`src/rtl/pipe_ctrl.sv`:
```
// Pipeline controller: jump/stall merge, bus
// arbitration for an external master, stall watchdog.
module pipe_ctrl #(
  parameter int unsigned DRAIN_CYCLES  = 3,
  parameter int unsigned STALL_TIMEOUT = 255
) (
  input  logic        clk,
  input  logic        rst,
  input  logic        ex_jump_req_i,
  input  logic [31:0] ex_jump_addr_i,
  input  logic        ex_hold_req_i,
  input  logic        int_req_i,
  input  logic [31:0] int_addr_i,
  output logic        int_ack_o,
  input  logic        bus_hold_req_i,
  output logic        bus_grant_o,
  output logic        jump_flag_o,
  output logic [31:0] jump_addr_o,
  output logic [2:0]  hold_flag_o,
  output logic        timeout_o
);

  localparam int unsigned WD_W = $clog2(STALL_TIMEOUT + 1);
  localparam logic [3:0] DRAIN_LAST = 4'(DRAIN_CYCLES - 1);
  localparam logic [WD_W-1:0] WD_LIM = WD_W'(STALL_TIMEOUT);
  localparam logic [WD_W-1:0] WD_MAX = '1;

  typedef enum logic [1:0] {
    IDLE  = 2'd0,
    DRAIN = 2'd1,
    GRANT = 2'd2
  } state_t;

  state_t          state, state_nxt;
  logic [3:0]      cnt, cnt_nxt;
  logic [WD_W-1:0] wd, wd_nxt;
  logic            taken;
  logic            ack;
  logic            stall;

  // State register, drain counter, grant, watchdog and trap-taken bit
  always_ff @(posedge clk or posedge rst) begin
    if (rst) begin
      state       <= IDLE;
      cnt         <= '0;
      wd          <= '0;
      timeout_o   <= 1'b0;
      bus_grant_o <= 1'b0;
      taken       <= 1'b0;
    end else begin
      state       <= state_nxt;
      cnt         <= cnt_nxt;
      wd          <= wd_nxt;
      timeout_o   <= timeout_o | (wd_nxt == WD_LIM);
      bus_grant_o <= (state_nxt == GRANT);
      taken       <= int_req_i & (taken | ack);
    end
  end

  // Bus arbitration next-state and drain counting
  always_comb begin
    state_nxt = state;
    cnt_nxt   = cnt;
    case (state)
      IDLE: begin
        if (bus_hold_req_i && !ex_hold_req_i) begin
          state_nxt = DRAIN;
          cnt_nxt   = '0;
        end
      end
      DRAIN: begin
        if (!bus_hold_req_i) begin
          state_nxt = IDLE;
          cnt_nxt   = '0;
        end else if (cnt == DRAIN_LAST) begin
          state_nxt = GRANT;
        end else begin
          cnt_nxt = cnt + 4'd1;
        end
      end
      GRANT: begin
        if (!bus_hold_req_i) begin
          state_nxt = IDLE;
        end
      end
      default: state_nxt = IDLE;
    endcase
  end

  // Prioritised jump/hold bundle; first matching row wins
  always_comb begin
    jump_flag_o = 1'b0;
    jump_addr_o = '0;
    hold_flag_o = 3'd0;
    ack         = 1'b0;
    if (rst) begin
      ack = 1'b0;
    end else if (state == GRANT) begin
      hold_flag_o = 3'd3;
    end else if (ex_jump_req_i) begin
      jump_flag_o = 1'b1;
      jump_addr_o = ex_jump_addr_i;
      hold_flag_o = 3'd3;
    end else if (ex_hold_req_i) begin
      hold_flag_o = 3'd3;
    end else if (state == IDLE && int_req_i && !taken) begin
      jump_flag_o = 1'b1;
      jump_addr_o = int_addr_i;
      hold_flag_o = 3'd3;
      ack         = 1'b1;
    end else if (state == DRAIN) begin
      hold_flag_o = 3'd1;
    end
  end

  assign int_ack_o = ack;
  assign stall = (hold_flag_o != 3'd0) && !jump_flag_o;

  // Watchdog: saturating stall count, frozen while the bus is granted
  always_comb begin
    wd_nxt = '0;
    if (state == GRANT) begin
      wd_nxt = wd;
    end else if (stall) begin
      wd_nxt = (wd == WD_MAX) ? wd : wd + 1'b1;
    end
  end

endmodule

```
`config.mk`:
```
export PLATFORM = sky130hd
export DESIGN_NAME = pipe_ctrl
export DESIGN_NICKNAME = d
export VERILOG_FILES = /design/src/rtl/pipe_ctrl.sv
export SDC_FILE = /design/constraint.sdc
export NUM_CORES = 1
export LEC_CHECK = 0
export CORE_ASPECT_RATIO = 0.9
export CORE_UTILIZATION = 36
export CTS_CLUSTER_SIZE = 10
export DETAILED_ROUTE_END_ITERATION = 7
export PLACE_DENSITY = 0.86
export SLEW_MARGIN = 20
export SYNTH_ARGS = -nofsm -noshare
export SYNTH_HDL_FRONTEND = slang
export SYNTH_SLANG_ARGS = --single-unit
```
`constraint.sdc`:
```
create_clock -name clk -period 3.3 [get_ports clk]
set_input_delay 0.66 -clock clk [delete_from_list [all_inputs] [get_ports clk]]
set_output_delay 0.66 -clock clk [all_outputs]
set_load 0.02 [all_outputs]
```
## Word-level counts from Yosys, hierarchy flattened

Cells that the tools add are included.

- Add/subtract/negate cells: 2
- Mux-type cells: 31
- Bitwise logic cells: 3
- Equality and inequality tests: 8
- Reduce and logical (&&, ||, !) cells: 11

Operators with widths:

| operator | number |
|---|---|
| 32-bit two-way mux | 5 |
| 8-bit two-way mux | 3 |
| 2-bit two-way mux | 9 |
| 8-bit == test (second input constant) | 2 |
| 4-bit two-way mux | 3 |
| 1-bit two-way mux | 9 |
| 8-bit by 1-bit adder with 8-bit output (second input constant) | 1 |
| 4-bit case mux with 2 select lines | 1 |
| 2-bit case mux with 3 select lines | 1 |
| 4-bit by 1-bit adder with 4-bit output (second input constant) | 1 |
| 2-bit == test (second input constant) | 2 |
| 4-bit by 2-bit == test with 1-bit output (second input constant) | 1 |
| 1-bit logical AND | 4 |
| 1-bit zero test | 3 |
| 3-bit != test (second input constant) | 1 |
| 3-bit AND reduction | 1 |
| 3-bit nonzero test | 1 |
| 2-bit by 1-bit == test with 1-bit output (second input constant) | 1 |
| 2-bit zero test | 1 |
| 2-bit != test (second input constant) | 1 |
| 1-bit OR | 2 |
| 2-bit nonzero test | 1 |
| 1-bit AND | 1 |

- Bits in registers: 17
- Input port bits: 70
- Logic and storage cells: 61
- Output and inout bits: 39

## Depth between registers and ports, before layout

Gate-level depths: netlist of run 1.

- Word-level depth: 14
- Gate-level depth with buffers: 7
- Gate-level depth less buffers: 7

## Worst setup path after synthesis of run 1

Ideal clock, no wire load.

- Path kind: input to output
- From: input port rst
- To: output port jump_addr_o[23]
- Path slack: 0.589 ns
- Path buffers: 1
- Stages on the path: 5
- Arrival time: 2.051 ns
- Data required time: 2.640 ns
- Cell sequence: inv_1 > nand3_1 > nor3_2 > buf_2 > a22o_1

- Cells in the longest elaborated chain, start to end: 1

Ends and longest elaborated chain:

| element | RTL line | text |
|---|---|---|
| start: declaration | 8 | `input logic rst,` |
| 32-bit two-way mux | 96 | `if (rst) begin` |
| end: declaration | 18 | `output logic [31:0] jump_addr_o,` |

No other way between the ends.

## Final worst setup path of run 1

- From: input port int_req_i
- To: output port jump_addr_o[1]

- Cells in the longest elaborated chain, start to end: 7

Ends and longest elaborated chain:

| element | RTL line | text |
|---|---|---|
| start: declaration | 12 | `input logic int_req_i,` |
| 1-bit logical AND (2 in a row) | 106 | `end else if (state == IDLE && int_req_i && !taken) begin` |
| 32-bit two-way mux | 106 |  |
| 32-bit two-way mux | 104 | `end else if (ex_hold_req_i) begin` |
| 32-bit two-way mux | 100 | `end else if (ex_jump_req_i) begin` |
| 32-bit two-way mux | 98 | `end else if (state == GRANT) begin` |
| 32-bit two-way mux | 96 |  |

No other way between the ends.

==> results of run 1 <==
[placed cells by master, fill, tap and decap left out, drive strengths merged, types with 2 or more instances in the layout]
| master | Yosys | final |
|---|---|---|
| clkdlybuf4s50 | 0 | 74 |
| a22o | 32 | 32 |
| dlygate4sd2 | 0 | 32 |
| dfrtp | 17 | 17 |
| nor2 | 12 | 12 |
| nand2 | 8 | 8 |
| buf | 8 | 8 |
| nand3 | 7 | 7 |
| inv | 7 | 7 |
| o21ai | 6 | 6 |
| nor3 | 6 | 6 |
| a21oi | 4 | 4 |
| xnor2 | 4 | 4 |
| clkbuf | 5 | 4 |
| nor2b | 3 | 3 |
| o21a | 3 | 3 |
| o211ai | 3 | 3 |
| ha | 3 | 3 |
| and3 | 3 | 3 |
| and2 | 2 | 2 |
| a31oi | 2 | 2 |
| nor3b | 2 | 2 |
| or2 | 2 | 2 |
| nor4 | 2 | 2 |
| xor2 | 2 | 2 |
| a211o | 2 | 2 |
| nor4b | 2 | 2 |
[final timing paths]
check                                 end  slack [ps]  startpoint  cells after the start
max                        jump_addr_o[1]         120   int_req_i                      7
min                             timeout_o         470   timeout_o                      2
max reg2reg                     timeout_o        1080       wd[0]                      6
min reg2reg                     timeout_o         470   timeout_o                      2
max in group asynchronous           taken        2310         rst                      3
min in group asynchronous           wd[1]         840         rst                      3
[where the power goes]
group          leakage (nW)  total, mW  internal, mW  switching, mW
combinational         0.959      0.275         0.151          0.124
clock                0.0228      0.159        0.0858         0.0734
sequential            0.229      0.241         0.222         0.0195
[metal layers]
| metal | part of all wire, % | vias to the layer above |
|---|---|---|
| met3 | 8.4 | 11 |
| met2 | 49 | 65 |
| met5 | 0 | - |
| met4 | 2.2 | 0 |
| met1 | 40 | 764 |
| li1 | - | 821 |
[final cells by class]
cell class                 count  area (um^2)  area share (%)
sequential                    17          425            16.6
clock buffer                   4         45.0            1.75
inverter                       7         26.3            1.02
timing repair buffer         115         1120            43.5
tap                           46         57.6            2.24
multi-input combinational    124          897            34.9
[sequential cells by signal, summed over array words and instances (netlist names)]
name         count
timeout_o        1
state            2
cnt              4
taken            1
bus_grant_o      1
wd               8
[kinds of logic after synthesis]
family	after synthesis	share of synthesized area, %
mux	1	0.707
buf+inv	20	7.07
compound gates	59	33.2
other cells	1	0.265
flops	17	30.0
xor+xnor	6	3.71
fa+ha+maj	4	3.45
simple gates	53	21.6
[stage by stage]
step	hold slack [ps]	utilization [%]	setup TNS (ps)	power, mW
2_1_floorplan	484	-	0	0.369
3_3_place_gp	451	68.7	-1010	0.530
3_5_place_dp	448	68.7	-1780	0.536
4_1_cts	475	68.8	0	0.678
5_1_grt	504	68.9	0	0.709
6_report	467	68.9	0	0.676
[repair_timing]
item	in CTS	in global routing
buffers inserted	0	0
resized for setup	32	1
pin swaps	0	0
endpoints found under the setup margin	32	1
[worst reg2reg max path: cells and delay by family (launching register included)]
family	cells	cell delay (ps)
adders and majority gates	1	310
AOI/OAI and AO/OA	3	810
and+or+nand+nor	2	550
DFF	1	460
==> run summary, run 1 <==
Port Buffer Count: 107
Setup slack after layout: 117 ps
Mapped Cells: 161
Final Setup Violations: 0
Pins Over Slew Limit: 0
Max stage delay on crit path: 480 ps
Htree depth: 1
Power Dens Cells: 263 nW/um^2
Hold Crit Class: reg -> reg
Status: finished clean
Wire per inst: 17.0 um
Die W: 68.1 um
I/O pin count: 109
Layout Skew: 1.94 ps
Grt total ovfl: 0
Number of maximum-capacitance violations: 0
Pre-antenna DRT Iters: 4
Largest net degree at the start of global routing: 35
Worst Path Arrival: 2520 ps
Post-route cell area: 2570 um^2
Yosys top cell by area: dfrtp_1
Setup crit end kind: output port
Post-synthesis register bit count: 17
Synth unique cells: 46
Vias post-DR: 1661
Worst vdd ir: 0.000295 V
CTS tree: done
Fin nets: 341
Initial Utilization: 38.0%
Sink Count: 17
CP bufs+invs: 3
Die Height: 61.5 um
Top Usage Layer GRT: met2
Layout fillers: 325
RSZ-0062 raised after global routing: false
Die area: 4190 um^2
Synth top area share: 30.0%
# DRC: 0
Row cnt: 21
WP data required: 2640 ps
Async S/R FF share, synth: 100%
Area growth syn-to-layout: 81.4%
Critical path startpoint category: input pin
Initial DRC count: 75
Crit-path cells: clkdlybuf4s50_1 > nor4b_2 > nand3_1 > nor3_4 > buf_12 > a22o_1 > dlygate4sd2_1
Largest cells by area after synthesis: dfrtp_1 30%, a22o_1 20%, nor2_1 3.2%
Hold_buf cts: 0
Met1 usage: 28.0%
Final hold vios: 0
RD Place Congestion: 0.835
Minimum clock period: 3180 ps
Final ANT Viol Nets: 0
Fmax: 0.314 GHz
EDFF count, synth: 0
Met2 Use GR: 43.4%
Pleak: 1.21 nW
Cell Area, Synth: 1420 um^2
Met3 GRT Util: 5.37%
Top FF cell, synth: dfrtp_1
Initial antenna violation count: 0
Dpl cells: 309
Register area share after synthesis: 30.0%
Dpl hpwl: 4170 um
Via density: 5.31
Fraction of layout cells with a size suffix above 1: 6.74%
CTS root buf: clkbuf_8
Tot GR Track Use: 24.1%
Layout Cells excl Fill: 313
Core region area: 3730 um^2
ANT cells: 0
Highest-delay cell along the critical path: clkdlybuf4s50_1
Placed Instance Area: 2560 um^2
Syn avg cell area: 8.80 um^2
Vias in the first global route: 1516
YS warnings: 0
WS Path Type: in -> out
First-pass GRT wire length: 7330 um
Max clock buf depth: 2
Synth cell count leaders: 32 x a22o_1, 17 x dfrtp_1, 12 x nor2_1
Most frequent cell after synthesis: a22o_1
Clk slew on worst S/H paths: 70 ps
Worst slack, placed: -163 ps
CP top delay family: buffers and inverters
Post-Syn Nets: 234
Clk_lat worst skew: 250 ps
Final wirelength: 5330 um
Final Cycle Share: 96.5%
Crit-path max FO: 34
TritonCTS Buffers: 3
(Power assumes the default switching activity.)
==> inputs of run 2 (changes only) <==
--- a/config.mk
+++ b/config.mk
@@ -5,11 +5,13 @@
 export SDC_FILE = /design/constraint.sdc
 export NUM_CORES = 1
 export LEC_CHECK = 0
+export CELL_PAD_IN_SITES_DETAIL_PLACEMENT = 1
+export CELL_PAD_IN_SITES_GLOBAL_PLACEMENT = 1
 export CORE_ASPECT_RATIO = 0.9
-export CORE_UTILIZATION = 36
+export CORE_UTILIZATION = 25
 export CTS_CLUSTER_SIZE = 10
 export DETAILED_ROUTE_END_ITERATION = 7
-export PLACE_DENSITY = 0.86
+export PLACE_DENSITY_LB_ADDON = 0.1
 export SLEW_MARGIN = 20
 export SYNTH_ARGS = -nofsm -noshare
 export SYNTH_HDL_FRONTEND = slang
==> run summary, run 2 (synthesized netlist as in run 1, its figures left out) <==
# DRC: 0 (unchanged)
Post-route cell area: 2600 um^2 (+1.1%)
Wire per inst: 17.2 um (+1.1%)
Fin nets: 341 (unchanged)
Via density: 5.04 (-5.1%)
Vias post-DR: 1682 (+1.3%)
Sink Count: 17 (unchanged)
First-pass GRT wire length: 8640 um (+18%)
Final hold vios: 0 (unchanged)
PnR Total Power: 0.672 mW (-0.60%)
Initial antenna violation count: 0 (unchanged)
Crit-path max FO: 34 (unchanged)
Internal power: 0.456 mW (-0.64%)
WS Path Type: in -> out
Critical path startpoint category: input pin
Largest net degree at the start of global routing: 35 (unchanged)
ANT cells: 0 (unchanged)
Largest registers: wd (8), cnt (4), state (2)
Final Cycle Share: 94.2% (-2.3 points)
Setup crit end kind: output port
Layout Skew: 5.24 ps (+3.30 ps)
Fmax: 0.322 GHz (+2.4%)
Worst Path Arrival: 2450 ps (-70 ps)
Clk pwr share: 23.6% (about the same)
Placed Instance Area: 2590 um^2 (+1.0%)
Dpl hpwl: 4690 um (+12%)
Most frequent cells in the layout: 74 x clkdlybuf4s50_1, 32 x a22o_1, 32 x dlygate4sd2_1, 17 x dfrtp_1, 12 x nor2_1
Htree depth: 1 (unchanged)
Status: finished clean
I/O pin count: 109 (unchanged)
WP data required: 2640 ps (about the same)
Worst hold start: timeout_o
R2R setup slack: 1060 ps (-20 ps)
Top reg by flops: wd
Final wirelength: 5750 um (+7.9%)
RSZ-0062 raised after global routing: false
Grt total ovfl: 0 (unchanged)
Reg area: 425 um^2 (unchanged)
R2R cell count: 6 (unchanged)
Max FFs per register: 8 (unchanged)
Die area: 5970 um^2 (+43%)
Hold Crit Class: reg -> reg
Most common cell after layout, fill and taps aside: clkdlybuf4s50_1
RD Place Congestion: 0.823 (-1.5%)
Clk slew on worst S/H paths: 70 ps (about the same)
R2r startpoint: wd[0]
CTS tree: done
Post-layout util: 48.6% (-20 points)
Seq pwr share: 36.0% (+0.3 points)
CTS root buf: clkbuf_8
Final ANT Viol Nets: 0 (unchanged)
Combinational share of power: 40.5% (-0.2 points)
Vias in the first global route: 1606 (+5.9%)
Port Buffer Count: 107 (unchanged)
TritonCTS Buffers: 3 (unchanged)
Number of maximum-capacitance violations: 0 (unchanged)
Initial DRC count: 29 (-61%)
NetSw: 0.216 mW (-0.52%)
Worst R2R End: timeout_o
Core region area: 5350 um^2 (+43%)
Pre-antenna DRT Iters: 4 (unchanged)
Layout Cells excl Fill: 334 (+6.7%)
Multi-input logic area: 897 um^2 (unchanged)
Final Setup Violations: 0 (unchanged)
Row cnt: 25 (+19%)
Post CTS Setup Buffer Count: 0 (unchanged)
Area growth syn-to-layout: 83.4%
Power Dens Cells: 259 nW/um^2 (-1.7%)
Max clock buf depth: 2 (unchanged)
Worst vdd ir: 0.000244 V (-17%)
Die Height: 73.4 um (+19%)
Tot GR Track Use: 19.1% (-5.0 points)
Switching share of total power: 32.1% (about the same)
Clk_lat worst skew: 250 ps (about the same)
Pins Over Slew Limit: 0 (unchanged)
Worst hold path depth: 2 (unchanged)
Pleak: 1.21 nW (+0.22%)
Hold EP: timeout_o
Die W: 81.3 um (+19%)
Minimum clock period: 3110 ps (-76.0 ps)
Layout fillers: 649 (+100%)
Fraction of layout cells with a size suffix above 1: 7.12% (+0.37 points)
Dpl cells: 330 (+6.8%)
Initial Utilization: 26.5% (-11 points)
==> run 2: changes by cell type in the layout (fill, tap and decap cells not counted), sizes merged <==
cell    before  now
clkinv       0    1
clkbuf       4    3
==> run 2: layer usage <==
layer / track usage (%) / vias to the layer above / share of wire (%) / wire length (um)
met5: 0 / - / 0 / 0
met4: 5.36 / 0 / 1.7 / 95
met3: 4.72 / 9 / 8.6 / 497
met2: 31.8 / 64 / 46 / 2650
met1: 24.3 / 790 / 44 / 2510
li1: - / 819 / - / -
==> run 2: timing repair <==
action	CTS	global route
endpoints found under the setup margin	32	1
hold buffers	0	0
gates resized for setup	32	1
==> run 2: stage by stage <==
| step | setup WS [ps] | hold slack, ps | TNS, ps |
|---|---|---|---|
| 5_1_grt | 95.9 | 492 | 0 |
| 3_5_place_dp | -87.8 | 464 | -1920 |
| 3_3_place_gp | -55.0 | 452 | -1040 |
| 6_report | 193 | 474 | 0 |
| 4_1_cts | 70.9 | 480 | 0 |
| 2_1_floorplan | 589 | 484 | 0 |
==> run 2: worst max path at each step <==
stage                         start              end  slack, ps
final                     int_req_i  jump_addr_o[31]        190
after detailed placement  int_req_i   jump_addr_o[1]        -90
after floorplan                 rst  jump_addr_o[23]        590
after global routing      int_req_i  jump_addr_o[31]        100
after CTS                 int_req_i        int_ack_o         70
after global placement    int_req_i  jump_addr_o[31]        -60
==> run 2: cell type report <==
cell class	count	area share [%]
Sequential cell	17	16.4
Clock buffer	3	1.59
Multi-Input combinational cell	124	34.5
Inverter	7	1.01
Clock inverter	1	0.193
Tap cell	67	3.23
Timing Repair Buffer	115	43.1
==> run 2: power groups by stage <==
stage / clock (mW) / combinational, mW / sequential (mW)
2_1_floorplan: 0 / 0.132 / 0.237
3_3_place_gp: 0 / 0.287 / 0.245
4_1_cts: 0.168 / 0.275 / 0.242
3_5_place_dp: 0 / 0.290 / 0.246
6_report: 0.158 / 0.272 / 0.242
5_1_grt: 0.174 / 0.295 / 0.244
==> run 2: critical path: stages <==
cell and delay [ps]:
clkdlybuf4s50_1 480, nor4b_2 250, nand3_1 160, nor3_4 170, buf_12 210, a22o_1 150
dlygate4sd2_1 360
